### config.mk
export PLATFORM = sky130hd
export DESIGN_NAME = lsu_mem_initiator
export DESIGN_NICKNAME = d
export VERILOG_FILES = /design/src/rtl/lsu_mem_initiator.sv
export SDC_FILE = /design/constraint.sdc
export NUM_CORES = 1
export LEC_CHECK = 0
export CAP_MARGIN = 15
export CORE_MARGIN = 2
export CORE_UTILIZATION = 42
export CTS_BUF_LIST = sky130_fd_sc_hd__clkbuf_4
export DETAILED_ROUTE_END_ITERATION = 16
export GPL_TIMING_DRIVEN = 0
export PLACE_DENSITY = 0.83
export RECOVER_POWER = 25
export SLEW_MARGIN = 15
export SYNTH_ARGS = -nofsm -noshare
export SYNTH_HDL_FRONTEND = slang
export SYNTH_SLANG_ARGS = --single-unit
### constraint.sdc
create_clock -name clk -period 2.25 [get_ports clk]
set_input_delay 0.45 -clock clk [delete_from_list [all_inputs] [get_ports clk]]
set_output_delay 0.45 -clock clk [all_outputs]
set_load 0.005 [all_outputs]
### src/rtl/lsu_mem_initiator.sv
// rtl/lsu_mem_initiator.sv - LSU initiator for the word-addressed DPI memory port
// Optional load/store performance counters are enabled by defining LSU_PERF_CNT_EN.
module lsu_mem_initiator #(
   parameter int MEM_LAT = 1
) (
   input  logic        clk,
   input  logic        rst_n,
   input  logic        req_valid,
   output logic        req_ready,
   input  logic        req_wen,
   input  logic [31:0] req_addr,
   input  logic [31:0] req_wdata,
   input  logic [1:0]  req_size,
   input  logic        req_unsigned,
   output logic        resp_valid,
   input  logic        resp_ready,
   output logic [31:0] resp_rdata,
   output logic        resp_err,
   output logic        mem_valid,
   output logic        mem_wen,
   output logic [31:0] mem_raddr,
   output logic [31:0] mem_waddr,
   output logic [31:0] mem_wdata,
   output logic [7:0]  mem_wmask,
   input  logic [31:0] mem_rdata,
   output logic [31:0] perf_ld_cnt,
   output logic [31:0] perf_st_cnt
);

   typedef enum logic [1:0] {S_IDLE, S_ACCESS, S_RESP} state_t;

   localparam logic [3:0] LAT_LAST = 4'(MEM_LAT - 1);

   state_t      r_state;
   state_t      w_next;
   logic        r_wen;
   logic        r_unsigned;
   logic        r_err;
   logic [1:0]  r_size;
   logic [31:0] r_addr;
   logic [31:0] r_wdata;
   logic [31:0] r_rdata;
   logic [3:0]  r_lat_cnt;

   logic        w_bad;
   logic [4:0]  w_shamt;
   logic [31:0] w_ld_shift;
   logic [31:0] w_ld_data;
   logic [3:0]  w_mask4;

   assign w_bad = (req_size == 2'd3)
                | ((req_size == 2'd1) & req_addr[0])
                | ((req_size == 2'd2) & (req_addr[1:0] != 2'd0));

   assign w_shamt    = {r_addr[1:0], 3'b000};
   assign w_ld_shift = mem_rdata >> w_shamt;

   always_comb begin
      w_ld_data = w_ld_shift;
      w_mask4   = 4'hF;
      case (r_size)
         2'd0: begin
            w_ld_data = {{24{~r_unsigned & w_ld_shift[7]}}, w_ld_shift[7:0]};
            w_mask4   = 4'b0001 << r_addr[1:0];
         end
         2'd1: begin
            w_ld_data = {{16{~r_unsigned & w_ld_shift[15]}}, w_ld_shift[15:0]};
            w_mask4   = 4'b0011 << r_addr[1:0];
         end
         default: begin
            w_ld_data = w_ld_shift;
            w_mask4   = 4'hF;
         end
      endcase
   end

   always_ff @(posedge clk) begin
      if (!rst_n) r_state <= S_IDLE;
      else        r_state <= w_next;
   end

   // All memory/response outputs decode from state so reset clears them at once.
   always_comb begin
      w_next     = r_state;
      req_ready  = 1'b0;
      mem_valid  = 1'b0;
      mem_wen    = 1'b0;
      mem_raddr  = 32'd0;
      mem_waddr  = 32'd0;
      mem_wdata  = 32'd0;
      mem_wmask  = 8'd0;
      resp_valid = 1'b0;
      resp_rdata = 32'd0;
      resp_err   = 1'b0;
      case (r_state)
         S_IDLE: begin
            req_ready = 1'b1;
            if (req_valid) w_next = w_bad ? S_RESP : S_ACCESS;
         end
         S_ACCESS: begin
            mem_valid = 1'b1;
            mem_raddr = {r_addr[31:2], 2'b00};
            mem_waddr = {r_addr[31:2], 2'b00};
            if (r_wen) begin
               mem_wen   = 1'b1;
               mem_wdata = r_wdata << w_shamt;
               mem_wmask = {4'b0000, w_mask4};
               w_next    = S_RESP;
            end else if (r_lat_cnt == LAT_LAST) begin
               w_next = S_RESP;
            end
         end
         S_RESP: begin
            resp_valid = 1'b1;
            resp_rdata = r_rdata;
            resp_err   = r_err;
            if (resp_ready) w_next = S_IDLE;
         end
         default: w_next = S_IDLE;
      endcase
   end

   always_ff @(posedge clk) begin
      if (!rst_n) begin
         r_wen      <= 1'b0;
         r_unsigned <= 1'b0;
         r_err      <= 1'b0;
         r_size     <= 2'd0;
         r_addr     <= 32'd0;
         r_wdata    <= 32'd0;
         r_rdata    <= 32'd0;
         r_lat_cnt  <= 4'd0;
      end else begin
         case (r_state)
            S_IDLE: begin
               if (req_valid) begin
                  r_wen      <= req_wen;
                  r_unsigned <= req_unsigned;
                  r_err      <= w_bad;
                  r_size     <= req_size;
                  r_addr     <= req_addr;
                  r_wdata    <= req_wdata;
                  r_rdata    <= 32'd0;
                  r_lat_cnt  <= 4'd0;
               end
            end
            S_ACCESS: begin
               if (!r_wen) begin
                  if (r_lat_cnt == LAT_LAST) r_rdata <= w_ld_data;
                  else                       r_lat_cnt <= r_lat_cnt + 4'd1;
               end
            end
            default: ;
         endcase
      end
   end

`ifdef LSU_PERF_CNT_EN
   logic        w_done;
   logic [31:0] r_ld_cnt;
   logic [31:0] r_st_cnt;

   assign w_done = (r_state == S_RESP) & resp_ready & ~r_err;

   always_ff @(posedge clk) begin
      if (!rst_n) begin
         r_ld_cnt <= 32'd0;
         r_st_cnt <= 32'd0;
      end else if (w_done) begin
         if (r_wen) r_st_cnt <= r_st_cnt + 32'd1;
         else       r_ld_cnt <= r_ld_cnt + 32'd1;
      end
   end

   assign perf_ld_cnt = r_ld_cnt;
   assign perf_st_cnt = r_st_cnt;
`else
   assign perf_ld_cnt = 32'd0;
   assign perf_st_cnt = 32'd0;
`endif

endmodule

* Word level (Yosys, flattened, before mapping)
Cells that the tools add are included.
Storage, ports and cells: output and inout bits 205, input bits 104, word-level logic and storage cells 70, register bits 107
Operators by class: add/sub/neg operators 1, bitwise gates (word level) 7, muxes and demuxes 28, equal/unequal tests 12, shift operators 4, reductions and logical operators 9
Operators with widths (count):
- 2-to-1 mux 32 bit | 7
- one-hot mux 32 bit (2 select lines) | 2
- left shift 32 x 5 -> 32 bit | 1
- right shift 32 x 5 -> 32 bit | 1
- 2-to-1 mux 4 bit | 5
- one-hot mux 4 bit (2 select lines) | 2
- 2-to-1 mux 2 bit | 5
- != test 2 bit, second input constant | 5
- AND reduction 4 bit | 2
- == test 2 x 1 -> 1 bit, second input constant | 3
- == test 2 bit, second input constant | 3
- 2-to-1 mux 1 bit | 6
- one-hot mux 2 bit (3 select lines) | 1
- adder 4 x 1 -> 4 bit, second input constant | 1
- bitwise AND 1 bit | 4
- logical NOT 2 bit | 2
- logical NOT 4 bit | 1
- nonzero test 2 bit | 2
- left shift 1 x 2 -> 4 bit, first input constant | 1
- left shift 2 x 2 -> 4 bit, first input constant | 1
- != test 3 bit, second input constant | 1
- AND reduction 3 bit | 1
- bitwise OR 1 bit | 2
- AND reduction 2 bit | 1
- inverter 1 bit | 1

* Longest topological paths before layout
depth after elaboration 7, depth in mapped cells 7, gate-level depth less buffers 6

* Worst setup path before layout
Ideal clock, no wire load.
path type flip-flop to output port, start point register r_addr[0], end point output port mem_wdata[10], data required time 1.800 ns, path slack 0.368 ns, arrival time 1.432 ns, cell stages (with the launch flop) 7, cells stage by stage dfxtp_1 > buf_4 > buf_2 > clkbuf_1 > buf_2 > mux2i_1 > nor2_1
On the way: cells in the longest elaborated chain, start to end 3
RTL lines:
- start: declaration | line 40 | logic [31:0] r_addr;
- start signal: assignment | line 141 | r_addr <= req_addr;
- left shift 32 x 5 -> 32 bit | line 106 | mem_wdata = r_wdata << w_shamt;
- 2-to-1 mux 32 bit | line 104 | if (r_wen) begin
- 2-to-1 mux 32 bit | line 95 | case (r_state)
- end: declaration | line 23 | output logic [31:0] mem_wdata,
No other way between the ends.

* Final worst setup path
start point register r_addr[1], end point output port mem_wdata[17]
Same word-level chain as after synthesis.

==> flow_metrics.env <==
export IMPL_area_growth_pct=67.7
export IMPL_tightest_slew_ps=747
export IMPL_numCtsBuffers=9
export IMPL_slew_headroom_pct=49.8
export IMPL_clkLatencyLatePin_ps=500
export IMPL_final_layout_size_suffix_gt1_share_pct=40.9
export IMPL_synth_warnings=0
export IMPL_critPathKind="flip-flop to output port"
export IMPL_dp_hpwl_um=15800
export IMPL_fin_crit_sh_pct=110
export IMPL_clk_path_buf_depth=2
export IMPL_initialDrtViolationCount=584
export IMPL_syn_inst=782
export IMPL_fin_setup_tns_ps=-4260
export IMPL_setup_slack_ps=-221
export IMPL_die_y_um=127
export IMPL_max_vdd_ir_drop_v=0.000294
export IMPL_max_freq_mhz=405
export IMPL_num_vias=7105
export IMPL_rsz0062_at_grt="yes"
export IMPL_vias_per_cell=5.23
export IMPL_synth_top_cells_by_area="dfxtp_1 34%, buf_4 12%, nand2_1 8.6%"
export IMPL_crit_fanout=8
export IMPL_initial_core_util_pct=42.4
export IMPL_power_leakage_nw=4.73
export IMPL_cts_hold_buf=0
export IMPL_synth_edf_count=0
export IMPL_startpoint_type="flip-flop"
export IMPL_detail_route_wirelength_um=24800
export IMPL_fp_row_count=45
export IMPL_antenna_found_initial=0
export IMPL_seq_area_frac_synth_pct=33.6
export IMPL_ys_ff_latch=107
export IMPL_antenna_left=0
export IMPL_cap_violations=0
export IMPL_final_cells=1359
export IMPL_dr_pass1_iters=5
export IMPL_finalCriticalPeriod_ps=2470
export IMPL_placed_cells=1277
export IMPL_p_per_area_mw_per_mm2=441
export IMPL_arrival_ps=2020
export IMPL_clkTransAtPathRegs_ps=170
export IMPL_synth_common_cells="146 x nand2_1, 107 x dfxtp_1, 105 x buf_4, 74 x and2_1, 71 x a21boi_0"
export IMPL_yosysTopAreaCellShare_pct=33.6
export IMPL_crit_required_ps=1800
export IMPL_yosysTopAreaCell="dfxtp_1"
export IMPL_grt_max_degree=20
export IMPL_syn_mean_instance_area_sq_um=8.15
export IMPL_io_pins=309
export IMPL_r2r_setup_slack_ps=-40
export IMPL_yosysUniqueCellTypes=47
export IMPL_first_global_vias=6709
export IMPL_grt_pass1_wl_um=35300
export IMPL_clock_skew_ps=27.5
export IMPL_tritoncts="built"
export IMPL_worstHoldPathType="flip-flop to flip-flop"
export IMPL_core_area_sq_mm=0.0150
export IMPL_gr_total_overflow=0
export IMPL_dieArea_sq_mm=0.0162
export IMPL_synth_most_common_cell="nand2_1"
export IMPL_antenna_cells=0
export IMPL_grt_total_usage_pct=27.8
export IMPL_end_kind="output port"
export IMPL_drc=0
export IMPL_htreeDepth=3
export IMPL_failed_checks="negative setup slack"
export IMPL_port_buffers=236
export IMPL_nets=1272
export IMPL_chipWidth_um=127
export IMPL_wl_per_cell_um=18.3
export IMPL_root_buffer="clkbuf_4"
export IMPL_gp_congestion=0.901
export IMPL_synth_ff_type="dfxtp_1"
export IMPL_synthesis_area_sq_mm=0.00637
export IMPL_outcome="finished, violations left"
export IMPL_hold_viol_final=0
export IMPL_cts_sinks=107
export IMPL_setup_viol=74
export IMPL_synthArstFlopShare_pct=0
export IMPL_final_max_slew_viol_count=0
placed cells by master (no fill, tap or decap), drive strengths merged, types with 10 or more instances in the layout:
cell	n
a211oi	16
a21boi	71
mux2i	32
clkdlybuf4s50	103
a21oi	25
conb	72
nor2	42
clkbuf	69
nor2b	10
o21ai	10
dfxtp	107
nand2	146
o2bb2ai	15
a221o	16
buf	287
and2	74
cells by family after synthesis:
kind of cell,count (synthesis),share of synthesized area (%)
other,1,0.0588
buffers and inverters,165,16.5
AO/OA/AOI/OAI,164,19.3
flip-flops,107,33.6
AND/OR/NAND/NOR,301,23.2
adder cells (fa/ha/maj),2,0.393
XOR/XNOR,1,0.137
multiplexers,41,6.79
routing by layer:
| layer | GRT usage (%) | up-vias | share of wire, % |
|---|---|---|---|
| met2 | 47.3 | 434 | 49 |
| met4 | 15.1 | 0 | 5.1 |
| li1 | - | 3221 | - |
| met5 | 0 | - | 0 |
| met3 | 7.04 | 115 | 8.8 |
| met1 | 32.3 | 3335 | 37 |
power breakdown:
group,internal (W),switching (W),total [W]
Clock,0.000465,0.000693,0.00116
Sequential,0.00200,0.000115,0.00212
Combinational,0.000764,0.000669,0.00143
Total,0.00323,0.00148,0.00471
stage by stage:
stage	utilization, %	power (W)	hold slack, ps	instance area, sq um	setup slack (ps)
after floorplan	-	0.00271	424	6640	368
after global placement	61.4	0.00311	438	9240	-640
after detailed placement	61.4	0.00313	443	9240	-654
after CTS	69.0	0.00458	452	10400	-166
after global routing	71.1	0.00490	469	10700	-289
final	71.1	0.00471	475	10700	-221
path summary, 6_finish.rpt:
path	startpoint	to	cells after the start
worst max-delay path	r_addr[1]$_SDFFE_PN0P_	mem_wdata[17]	8
worst max register to register	r_lat_cnt[0]$_SDFFE_PN0P_	r_rdata[27]$_SDFFE_PN0P_	7
worst min-delay path	r_addr[11]$_SDFFE_PN0P_	r_addr[11]$_SDFFE_PN0P_	2
worst min register to register	r_addr[11]$_SDFFE_PN0P_	r_addr[11]$_SDFFE_PN0P_	2
worst max-delay path, cell delays in order (launching register included):
cell	delay, ps
dfxtp_2	400
buf_8	170
buf_12	150
buf_6	110
mux2i_4	260
nor2_2	90
a21oi_2	150
nor2_1	70
buf_2	120
registers in the layout, indices dropped and copies added (netlist names):
register,flops
r_rdata,32
r_unsigned,1
r_size,2
r_wdata,32
r_lat_cnt,4
r_addr,32
r_err,1
r_state,2
r_wen,1
cell type report:
| cell class | instances | area, sq um |
|---|---|---|
| flip-flops and latches | 107 | 2150 |
| inverters | 8 | 37.5 |
| clock buffers | 10 | 75.1 |
| plain buffers | 147 | 1270 |
| repair buffers | 312 | 2840 |
| fillers | 1135 | 4350 |
| well taps | 188 | 235 |
| multi-input cells | 581 | 3990 |
| clock inverters | 6 | 90.1 |
what timing repair did:
item | in CTS | in global routing
gates cloned | 9 | 2
setup endpoints to repair | 132 | 137
resized for setup | 659 | 151
pin swaps | 56 | 23
buffers inserted | 54 | 14
(Power assumes the default switching activity.)
==> variant, RTL diff (same flow settings) <==
The option `LSU_PERF_CNT_EN` is turned on by a define.
--- a/src/rtl/lsu_mem_initiator.sv
+++ b/src/rtl/lsu_mem_initiator.sv
@@ -1,5 +1,7 @@
 // rtl/lsu_mem_initiator.sv - LSU initiator for the word-addressed DPI memory port
 // Optional load/store performance counters are enabled by defining LSU_PERF_CNT_EN.
+`define LSU_PERF_CNT_EN
+
 module lsu_mem_initiator #(
    parameter int MEM_LAT = 1
 ) (
Behaviour: not the same (Yosys sat finds a counterexample within 4 cycles, from zero or initial values and one cycle with rst_n low).
==> variant against the unedited design <==
The flow still finishes with violations (setup timing). Global-route usage up 0.14 points. Setup slack worse by 0.18 ns. Sequential cell count up 64. Fmax down 6.8%. Via count up 38%. Synthesized area up 36%. Clock power up 51%. Routed wire length up 34%. Critical path depth up 1. Cell area up 29%. First-iteration DRC count up 2.6%. Total power up 33%. Critical path type unchanged.
==> variant: results (changes against the unedited design) <==
[run_status]
status=complete, but fails checks
violations=setup timing

[final_layout]
fillCellCount=1575  ; +39%

[placement]
portBuffers=300  ; +27%
pre_cts_ws_ns=-0.9741  ; -0.3196 ns

[power_and_ir_drop]
pg_clk_w=0.00175  ; +51%
ir_drop_mv=0.3539  ; +20%
p_switching_w=0.001900  ; +29%

[timing]
hold_ws_ns=0.3801  ; -0.09480 ns
fin_tns_setup_ns=-18.70  ; -14.45 ns
fin_ws_ns=-0.4021  ; -0.1814 ns
setup_viol=149  ; +100%
fin_skew_ns=0.02484  ; -0.002672 ns

[worst_setup_path]
reg2reg_depth=9  ; +2
reg2reg_slack_ns=-0.22  ; -0.18 ns
critPathSlowestCell=dfxtp_4
arrival_ns=2.20  ; +0.18 ns

[synthesis]
synth_compound_area_frac=0.1922  ; -0.001055
synthMuxAreaShare=0.05343  ; -0.01450
synth_cells=1063  ; +36%
synth-xor-area-share=0.01419  ; +0.01282
yosysSeqAreaShare=0.3962  ; +0.06003

[grt]
met1_usage=0.3302  ; +0.007515
grt_usage=0.2798  ; +0.001420
grt_use_met3=0.06451  ; -0.005846
grt_max_degree=17  ; -15%

[cts]
clock_latency_ns=0.61  ; +0.11 ns
cts_max_level=4  ; +1

[min_path]
worstHoldStart=req_wdata[5]

[route]
route.vias.total=9799  ; +38%

[variant: cell count changes in the layout (fill, tap and decap cells not counted), moves of 26 or more]
cell	delta
a21boi_0	-71
a21oi_1	+119
buf_4	-64
buf_6	+50
clkdlybuf4s50_1	+62
conb_1	-64
dfxtp_1	+56
nand4_1	+26
o31ai_1	+32
or4_1	+31
[variant: final cells by class]
class                      instances  area share
clock buffer                      17    0.009224
timing repair buffer             380      0.2686
tap                              270     0.02442
clock inverter                    15     0.01004
buffer                           103     0.06475
inverter                          15    0.004883
sequential                       171      0.2490
antenna                            1   0.0001809
multi-input combinational        769      0.3689
[variant: cell families after synthesis]
kind of cell	count (synthesis)
AOI/OAI and AO/OA	263
xor gates and xnor gates	14
adders and majority gates	4
buffers and inverters	130
DFF	171
muxes	43
other	1
and+or+nand+nor	437
